==> src/rtl/iod_train_pkg.sv <==
// -----------------------------------------------------------------------------
// iod_train_pkg
// Shared types and default constants for the DQS/DQ IOD eye trainer.
//   state_t : trainer FSM encoding (IDLE is all-zero so reset reads as IDLE)
//   phase_t : eye sampler window phase
//   DEF_*   : default parameter values for the trainer and sampler
// -----------------------------------------------------------------------------
package iod_train_pkg;

    localparam int DEF_LANES      = 2;
    localparam int DEF_DLY_TAPS   = 128;
    localparam int DEF_SETTLE_CYC = 8;
    localparam int DEF_SAMPLE_CYC = 16;

    typedef enum logic [3:0] {
        S_IDLE   = 4'd0,
        S_LOAD   = 4'd1,
        S_CLEAR  = 4'd2,
        S_SETTLE = 4'd3,
        S_SAMPLE = 4'd4,
        S_STEP   = 4'd5,
        S_RELOAD = 4'd6,
        S_CENTER = 4'd7,
        S_NEXT   = 4'd8,
        S_FIN    = 4'd9
    } state_t;

    typedef enum logic [1:0] {
        PH_IDLE   = 2'd0,
        PH_SETTLE = 2'd1,
        PH_SAMPLE = 2'd2
    } phase_t;

endpackage

==> src/rtl/iod_eye_sampler.sv <==
// -----------------------------------------------------------------------------
// iod_eye_sampler
// Times the settle and observation windows for one tap and OR-accumulates the
// eye-monitor flags of the lane under test.
//   clk, rst : clock, asynchronous active-high reset
//   start    : begin a new window (settle first, then sample)
//   early    : early flag of the active lane
//   late     : late flag of the active lane
//   phase    : current window phase (debug and sequencing for the trainer)
//   done     : one-cycle pulse after the last sample cycle
//   pass     : held result of the last window, 1 = no flag seen
// -----------------------------------------------------------------------------
module iod_eye_sampler
    import iod_train_pkg::*;
#(
    parameter int SETTLE_CYC = DEF_SETTLE_CYC,
    parameter int SAMPLE_CYC = DEF_SAMPLE_CYC
) (
    input  logic   clk,
    input  logic   rst,
    input  logic   start,
    input  logic   early,
    input  logic   late,
    output phase_t phase,
    output logic   done,
    output logic   pass
);

    localparam int MAXC = (SETTLE_CYC > SAMPLE_CYC) ? SETTLE_CYC : SAMPLE_CYC;
    localparam int CW   = $clog2(MAXC) + 1;

    logic [CW-1:0] cnt;
    logic          acc;

    always_ff @(posedge clk or posedge rst) begin
        if (rst) begin
            phase <= PH_IDLE;
            cnt   <= '0;
            acc   <= 1'b0;
            done  <= 1'b0;
            pass  <= 1'b0;
        end else begin
            done <= 1'b0;
            if (start) begin
                phase <= PH_SETTLE;
                cnt   <= '0;
            end else begin
                case (phase)
                    PH_SETTLE: begin
                        if (cnt == CW'(SETTLE_CYC - 1)) begin
                            phase <= PH_SAMPLE;
                            cnt   <= '0;
                            acc   <= 1'b0;
                        end else begin
                            cnt <= cnt + 1'b1;
                        end
                    end
                    PH_SAMPLE: begin
                        acc <= acc | early | late;
                        if (cnt == CW'(SAMPLE_CYC - 1)) begin
                            phase <= PH_IDLE;
                            done  <= 1'b1;
                            // Include the flags of the final sample cycle.
                            pass  <= ~(acc | early | late);
                        end else begin
                            cnt <= cnt + 1'b1;
                        end
                    end
                    default: phase <= PH_IDLE;
                endcase
            end
        end
    end

endmodule

==> src/rtl/iod_dqs_eye_trainer.sv <==
// -----------------------------------------------------------------------------
// iod_dqs_eye_trainer
// Sweeps the IOD delay line of each lane from its static setting upward, finds
// the passing window of the eye monitor, and parks the delay at the window
// centre. Lanes are trained one at a time, lane 0 first.
//   FAB_CLK, ARST            : clock, asynchronous active-high reset
//   START                    : one-cycle training request (honoured in IDLE)
//   EYE_MONITOR_EARLY/LATE   : per-lane eye flags
//   DELAY_LINE_OUT_OF_RANGE  : per-lane delay-line limit
//   DELAY_LINE_LOAD/MOVE     : per-lane one-cycle pulses to the delay line
//   DELAY_LINE_DIRECTION     : per-lane, 1 = increment, active lane only
//   EYE_MONITOR_CLEAR_FLAGS  : per-lane one-cycle flag clear
//   BUSY, DONE               : training in progress / one-cycle completion
//   FAIL                     : sticky per-lane "no passing tap"
//   CENTER_TAP               : per-lane result, lane i at [i*TW +: TW]
//   DBG_STATE                : current FSM state
// Handshake: START is a single-cycle request, accepted only while BUSY is low;
// BUSY rises the cycle after acceptance and falls in the same cycle DONE
// pulses. Results are stable from DONE until the next accepted START.
// -----------------------------------------------------------------------------
module iod_dqs_eye_trainer
    import iod_train_pkg::*;
#(
    parameter int LANES      = DEF_LANES,
    parameter int DLY_TAPS   = DEF_DLY_TAPS,
    parameter int SETTLE_CYC = DEF_SETTLE_CYC,
    parameter int SAMPLE_CYC = DEF_SAMPLE_CYC,
    localparam int TW        = $clog2(DLY_TAPS)
) (
    input  logic                FAB_CLK,
    input  logic                ARST,
    input  logic                START,
    input  logic [LANES-1:0]    EYE_MONITOR_EARLY,
    input  logic [LANES-1:0]    EYE_MONITOR_LATE,
    input  logic [LANES-1:0]    DELAY_LINE_OUT_OF_RANGE,
    output logic [LANES-1:0]    DELAY_LINE_LOAD,
    output logic [LANES-1:0]    DELAY_LINE_MOVE,
    output logic [LANES-1:0]    DELAY_LINE_DIRECTION,
    output logic [LANES-1:0]    EYE_MONITOR_CLEAR_FLAGS,
    output logic                BUSY,
    output logic                DONE,
    output logic [LANES-1:0]    FAIL,
    output logic [LANES*TW-1:0] CENTER_TAP,
    output state_t              DBG_STATE
);

    localparam int LW = (LANES > 1) ? $clog2(LANES) : 1;

    state_t         state;
    logic [LW-1:0]  lane;
    logic [TW-1:0]  tap;
    logic [TW-1:0]  first_tap;
    logic [TW-1:0]  last_tap;
    logic [TW-1:0]  move_cnt;
    logic           seen;

    logic [LANES-1:0] lane_mask;
    phase_t           smp_phase;
    logic             smp_done;
    logic             smp_pass;

    logic [TW-1:0]  first_n;
    logic [TW-1:0]  last_n;
    logic           seen_n;
    logic           end_sweep;
    logic [TW:0]    center_sum;
    logic [TW-1:0]  center;

    assign DBG_STATE = state;
    assign lane_mask = LANES'(1) << lane;

    iod_eye_sampler #(
        .SETTLE_CYC (SETTLE_CYC),
        .SAMPLE_CYC (SAMPLE_CYC)
    ) u_sampler (
        .clk   (FAB_CLK),
        .rst   (ARST),
        .start (state == S_CLEAR),
        .early (EYE_MONITOR_EARLY[lane]),
        .late  (EYE_MONITOR_LATE[lane]),
        .phase (smp_phase),
        .done  (smp_done),
        .pass  (smp_pass)
    );

    // Window bookkeeping for the tap just sampled; used only in STEP.
    assign first_n   = (seen || !smp_pass) ? first_tap : tap;
    assign last_n    = smp_pass ? tap : last_tap;
    assign seen_n    = seen | smp_pass;
    // The sweep stops at the first failing tap after the window, so only one
    // contiguous passing region is ever recorded.
    assign end_sweep = (tap == TW'(DLY_TAPS - 1)) ||
                       DELAY_LINE_OUT_OF_RANGE[lane] ||
                       (seen && !smp_pass);

    // Sum kept one bit wider so FIRST+LAST cannot wrap before halving.
    assign center_sum = {1'b0, first_tap} + {1'b0, last_tap};
    assign center     = TW'(center_sum >> 1);

    always_ff @(posedge FAB_CLK or posedge ARST) begin
        if (ARST) begin
            state                   <= S_IDLE;
            lane                    <= '0;
            tap                     <= '0;
            first_tap               <= '0;
            last_tap                <= '0;
            move_cnt                <= '0;
            seen                    <= 1'b0;
            DELAY_LINE_LOAD         <= '0;
            DELAY_LINE_MOVE         <= '0;
            DELAY_LINE_DIRECTION    <= '0;
            EYE_MONITOR_CLEAR_FLAGS <= '0;
            BUSY                    <= 1'b0;
            DONE                    <= 1'b0;
            FAIL                    <= '0;
            CENTER_TAP              <= '0;
        end else begin
            DELAY_LINE_LOAD         <= '0;
            DELAY_LINE_MOVE         <= '0;
            EYE_MONITOR_CLEAR_FLAGS <= '0;
            DONE                    <= 1'b0;
            case (state)
                S_IDLE: begin
                    if (START) begin
                        FAIL                 <= '0;
                        CENTER_TAP           <= '0;
                        BUSY                 <= 1'b1;
                        lane                 <= '0;
                        DELAY_LINE_DIRECTION <= LANES'(1);
                        state                <= S_LOAD;
                    end
                end
                S_LOAD: begin
                    DELAY_LINE_LOAD <= lane_mask;
                    tap             <= '0;
                    first_tap       <= '0;
                    last_tap        <= '0;
                    seen            <= 1'b0;
                    state           <= S_CLEAR;
                end
                S_CLEAR: begin
                    EYE_MONITOR_CLEAR_FLAGS <= lane_mask;
                    state                   <= S_SETTLE;
                end
                S_SETTLE: begin
                    if (smp_phase == PH_SAMPLE) state <= S_SAMPLE;
                end
                S_SAMPLE: begin
                    if (smp_done) state <= S_STEP;
                end
                S_STEP: begin
                    first_tap <= first_n;
                    last_tap  <= last_n;
                    seen      <= seen_n;
                    if (end_sweep) begin
                        if (seen_n) begin
                            state <= S_RELOAD;
                        end else begin
                            FAIL[lane]                 <= 1'b1;
                            CENTER_TAP[lane*TW +: TW]  <= '0;
                            DELAY_LINE_LOAD            <= lane_mask;
                            state                      <= S_NEXT;
                        end
                    end else begin
                        DELAY_LINE_MOVE <= lane_mask;
                        tap             <= tap + 1'b1;
                        state           <= S_CLEAR;
                    end
                end
                S_RELOAD: begin
                    DELAY_LINE_LOAD <= lane_mask;
                    move_cnt        <= center;
                    state           <= S_CENTER;
                end
                S_CENTER: begin
                    if (move_cnt == '0) begin
                        CENTER_TAP[lane*TW +: TW] <= center;
                        state                     <= S_NEXT;
                    end else begin
                        DELAY_LINE_MOVE <= lane_mask;
                        move_cnt        <= move_cnt - 1'b1;
                    end
                end
                S_NEXT: begin
                    if (lane == LW'(LANES - 1)) begin
                        state <= S_FIN;
                    end else begin
                        lane                 <= lane + 1'b1;
                        DELAY_LINE_DIRECTION <= lane_mask << 1;
                        state                <= S_LOAD;
                    end
                end
                S_FIN: begin
                    DONE                 <= 1'b1;
                    BUSY                 <= 1'b0;
                    DELAY_LINE_DIRECTION <= '0;
                    state                <= S_IDLE;
                end
                default: state <= S_IDLE;
            endcase
        end
    end

endmodule

==> config.mk <==
export PLATFORM = sky130hd
export DESIGN_NAME = iod_dqs_eye_trainer
export DESIGN_NICKNAME = d
export VERILOG_FILES = /design/src/rtl/iod_train_pkg.sv /design/src/rtl/iod_eye_sampler.sv /design/src/rtl/iod_dqs_eye_trainer.sv
export SDC_FILE = /design/constraint.sdc
export NUM_CORES = 1
export LEC_CHECK = 0
export CORE_ASPECT_RATIO = 1.4
export CORE_MARGIN = 5
export CORE_UTILIZATION = 40
export DETAILED_ROUTE_END_ITERATION = 6
export PLACE_DENSITY = 0.66
export RECOVER_POWER = 25
export SLEW_MARGIN = 20
export SYNTH_ARGS = -nofsm -noshare
export SYNTH_HDL_FRONTEND = slang
export SYNTH_SLANG_ARGS = --single-unit
==> constraint.sdc <==
create_clock -name FAB_CLK -period 4.9 [get_ports FAB_CLK]
set_clock_uncertainty 0.15 [all_clocks]
set_input_delay 0.735 -clock FAB_CLK [delete_from_list [all_inputs] [get_ports FAB_CLK]]
set_output_delay 0.735 -clock FAB_CLK [all_outputs]
set_load 0.03 [all_outputs]
==> metrics.txt <==
outcome=finished, violations left; violated checks=capacitance limit, slew limit; Skew-Pair Late Insertion Delay=330 ps; sequential element share of the synthesized area=47.9%; initial antenna violation count=0; DRC violations left=0; global routing usage on met2=27.5%; first-pass GRT wire length=14.1 mm; CP max stage cell=dfrtp_1; core area=0.00898 sq mm; GR peak layer=met2; crit path time final=2850 ps; area share of the largest cell type after synthesis=47.9%; Routed WL=8.41 mm; vias post-DR=2899; CTS root buffer=clkbuf_16; period utilization=58.2%; Synth Net Count=388; met3 Track Usage GR=4.50%; Reg clk slew, reported paths=50 ps; post-DR wirelength/cell=16.3 um; Worst path max stage delay=810 ps; largest net degree at the start of global routing=48; Top delay family on crit path=flip-flops; worst vdd ir=0.000298 V; Clock Sink Count=70; cell taking the most area after synthesis=dfrtp_1; ys flop type=dfrtp_1; Mapped Area=0.00366 sq mm; gr usage total=15.8%; GR Overflow Total=0; Yosys warning total=0; FF+latch count, synth=70; synthesized area per cell=9.99 sq um; crit-path max FO=21; Pleak=0.00192 uW; P per Cell Area=500 mW/mm^2; Critical path buffers and inverters=1; GP Congestion=0.847; Clock Tree Buf Depth=2; fin. max-slew vios=48; max_slew headroom=-38.2%; fin cells=516; Detailed Routing Iterations Pass 1=5; most numerous cell in the Yosys netlist=dfrtp_1; hold_buf cts=0; share of post-route cells with drive strength above 1=11.0%; Mapped Cells=366; final setup violation count=0; Hold Path Class=register to register; Setup CP Type=register to primary output; Least-Margin Pin Slew=2060 ps; Layout area overhead=20.6%; full die area=0.0112 sq mm; H-Tree Depth=3; Netlist cell types=59; DRT iter0 DRCs=139; top cells by area, synth=dfrtp_1, mux2_2, ha_1, nor2_1, a21oi_1; Post-DRT Antenna Nets=0; Initial Util=40.7%; Row Count=41; vias in the first global route=2924; Antenna Cells=0; Final TNS setup=0 ps; Post-CTS Setup Bufs=0; fmax=0.351 GHz; TritonCTS clock tree=yes; CP Data Arrival Time=1970 ps; CP required=4010 ps; DR vias/cell=5.62; Post-synth EDFFs=0; HPWL Detailed=6.23 mm; Post-synth top cells=dfrtp_1, nor2_1, nand2_1; port bufs=38; Final nets=426; Worst Setup Start Kind=register; Boundary Pins=39; CTS resizes=0; die extent in y=123 um; RSZ-0062 raised after global routing=no; Placed Instances=500; Die Span X=90.8 um; fraction of registers with async set/reset=100%; crit-path cells=clkdlybuf4s50_1; CTS buffer count=9; Setup crit end kind=primary output; max_cap viols=1; Final Hold Fails=0; global routing usage on met1=18.0%
[per-layer routing]
layer | vias up | routed length [um]
met4 | 0 | 214
met5 | - | 0
met2 | 69 | 4380
met1 | 1408 | 3400
met3 | 18 | 419
li1 | 1404 | -
[power breakdown]
part / internal, uW / total (uW) / switching, uW
Clock: 385 / 608 / 223
Combinational: 307 / 762 / 455
Sequential: 678 / 833 / 155
Total: 1370 / 2200 / 833
[worst paths after layout]
kind	from	endpoint	slack (ps)	depth (start not counted)
setup / recovery	DBG_STATE[1]$_DFFE_PP0P_	DBG_STATE[1]	2050	1
hold / removal	FAIL[1]$_DFFE_PP0P_	FAIL[1]$_DFFE_PP0P_	340	1
setup reg to reg	DBG_STATE[0]$_DFFE_PP0P_	move_cnt[5]$_DFFE_PP0P_	2230	5
hold reg to reg	FAIL[1]$_DFFE_PP0P_	FAIL[1]$_DFFE_PP0P_	340	1
max in group asynchronous	ARST	first_tap[3]$_DFFE_PP0P_	2260	3
min in group asynchronous	ARST	move_cnt[0]$_DFFE_PP0P_	1240	2
[sequential cells by signal, indices dropped and copies added, names as in the netlist]
signal,flops
last_tap,7
u_sampler.pass,1
lane,1
FAIL,2
DBG_STATE,4
first_tap,7
tap,7
DELAY_LINE_LOAD,2
EYE_MONITOR_CLEAR_FLAGS,2
DELAY_LINE_DIRECTION,2
move_cnt,7
CENTER_TAP,14
BUSY,1
u_sampler.done,1
u_sampler.phase,2
u_sampler.cnt,5
u_sampler.acc,1
seen,1
DONE,1
DELAY_LINE_MOVE,2
[cells in the final DEF (no fill, tap or decap), drive strengths merged, types with 8 or more instances in the layout]
cell type,n
a21oi,20
nor3,16
ha,12
nand2,23
o22ai,8
nor2,36
dfrtp,70
clkbuf,16
o21ai,15
inv,21
clkdlybuf4s50,37
nand3,13
mux2,15
[logic make-up after synthesis]
kind of cell / share of synthesized area (%)
AND/OR/NAND/NOR: 19.8
multiplexers: 5.71
adder cells (fa/ha/maj): 4.65
buffers and inverters: 3.90
AO/OA/AOI/OAI: 16.4
XOR/XNOR: 1.68
flip-flops: 47.9
[stage by stage]
stage          setup WS, ps  power [uW]  util [%]  hold slack [ps]  instance area, sq um
6_report               2050        2200      49.1              342                  4410
3_5_place_dp           2190        1600      46.0              337                  4130
3_3_place_gp           2230        1590      46.0              328                  4130
5_1_grt                1860        2340      49.1              372                  4410
4_1_cts                2050        2220      49.1              350                  4410
2_1_floorplan          2250        1370         -              330                  3660
[cell type report]
class | instances | area [sq um]
Sequential cell | 70 | 1750
Clock buffer | 16 | 282
Tap cell | 107 | 134
Timing Repair Buffer | 40 | 395
Multi-Input combinational cell | 261 | 1760
Fill cell | 836 | 4570
Inverter | 22 | 83.8
Note: power is estimated with default switching activity, not from simulation.
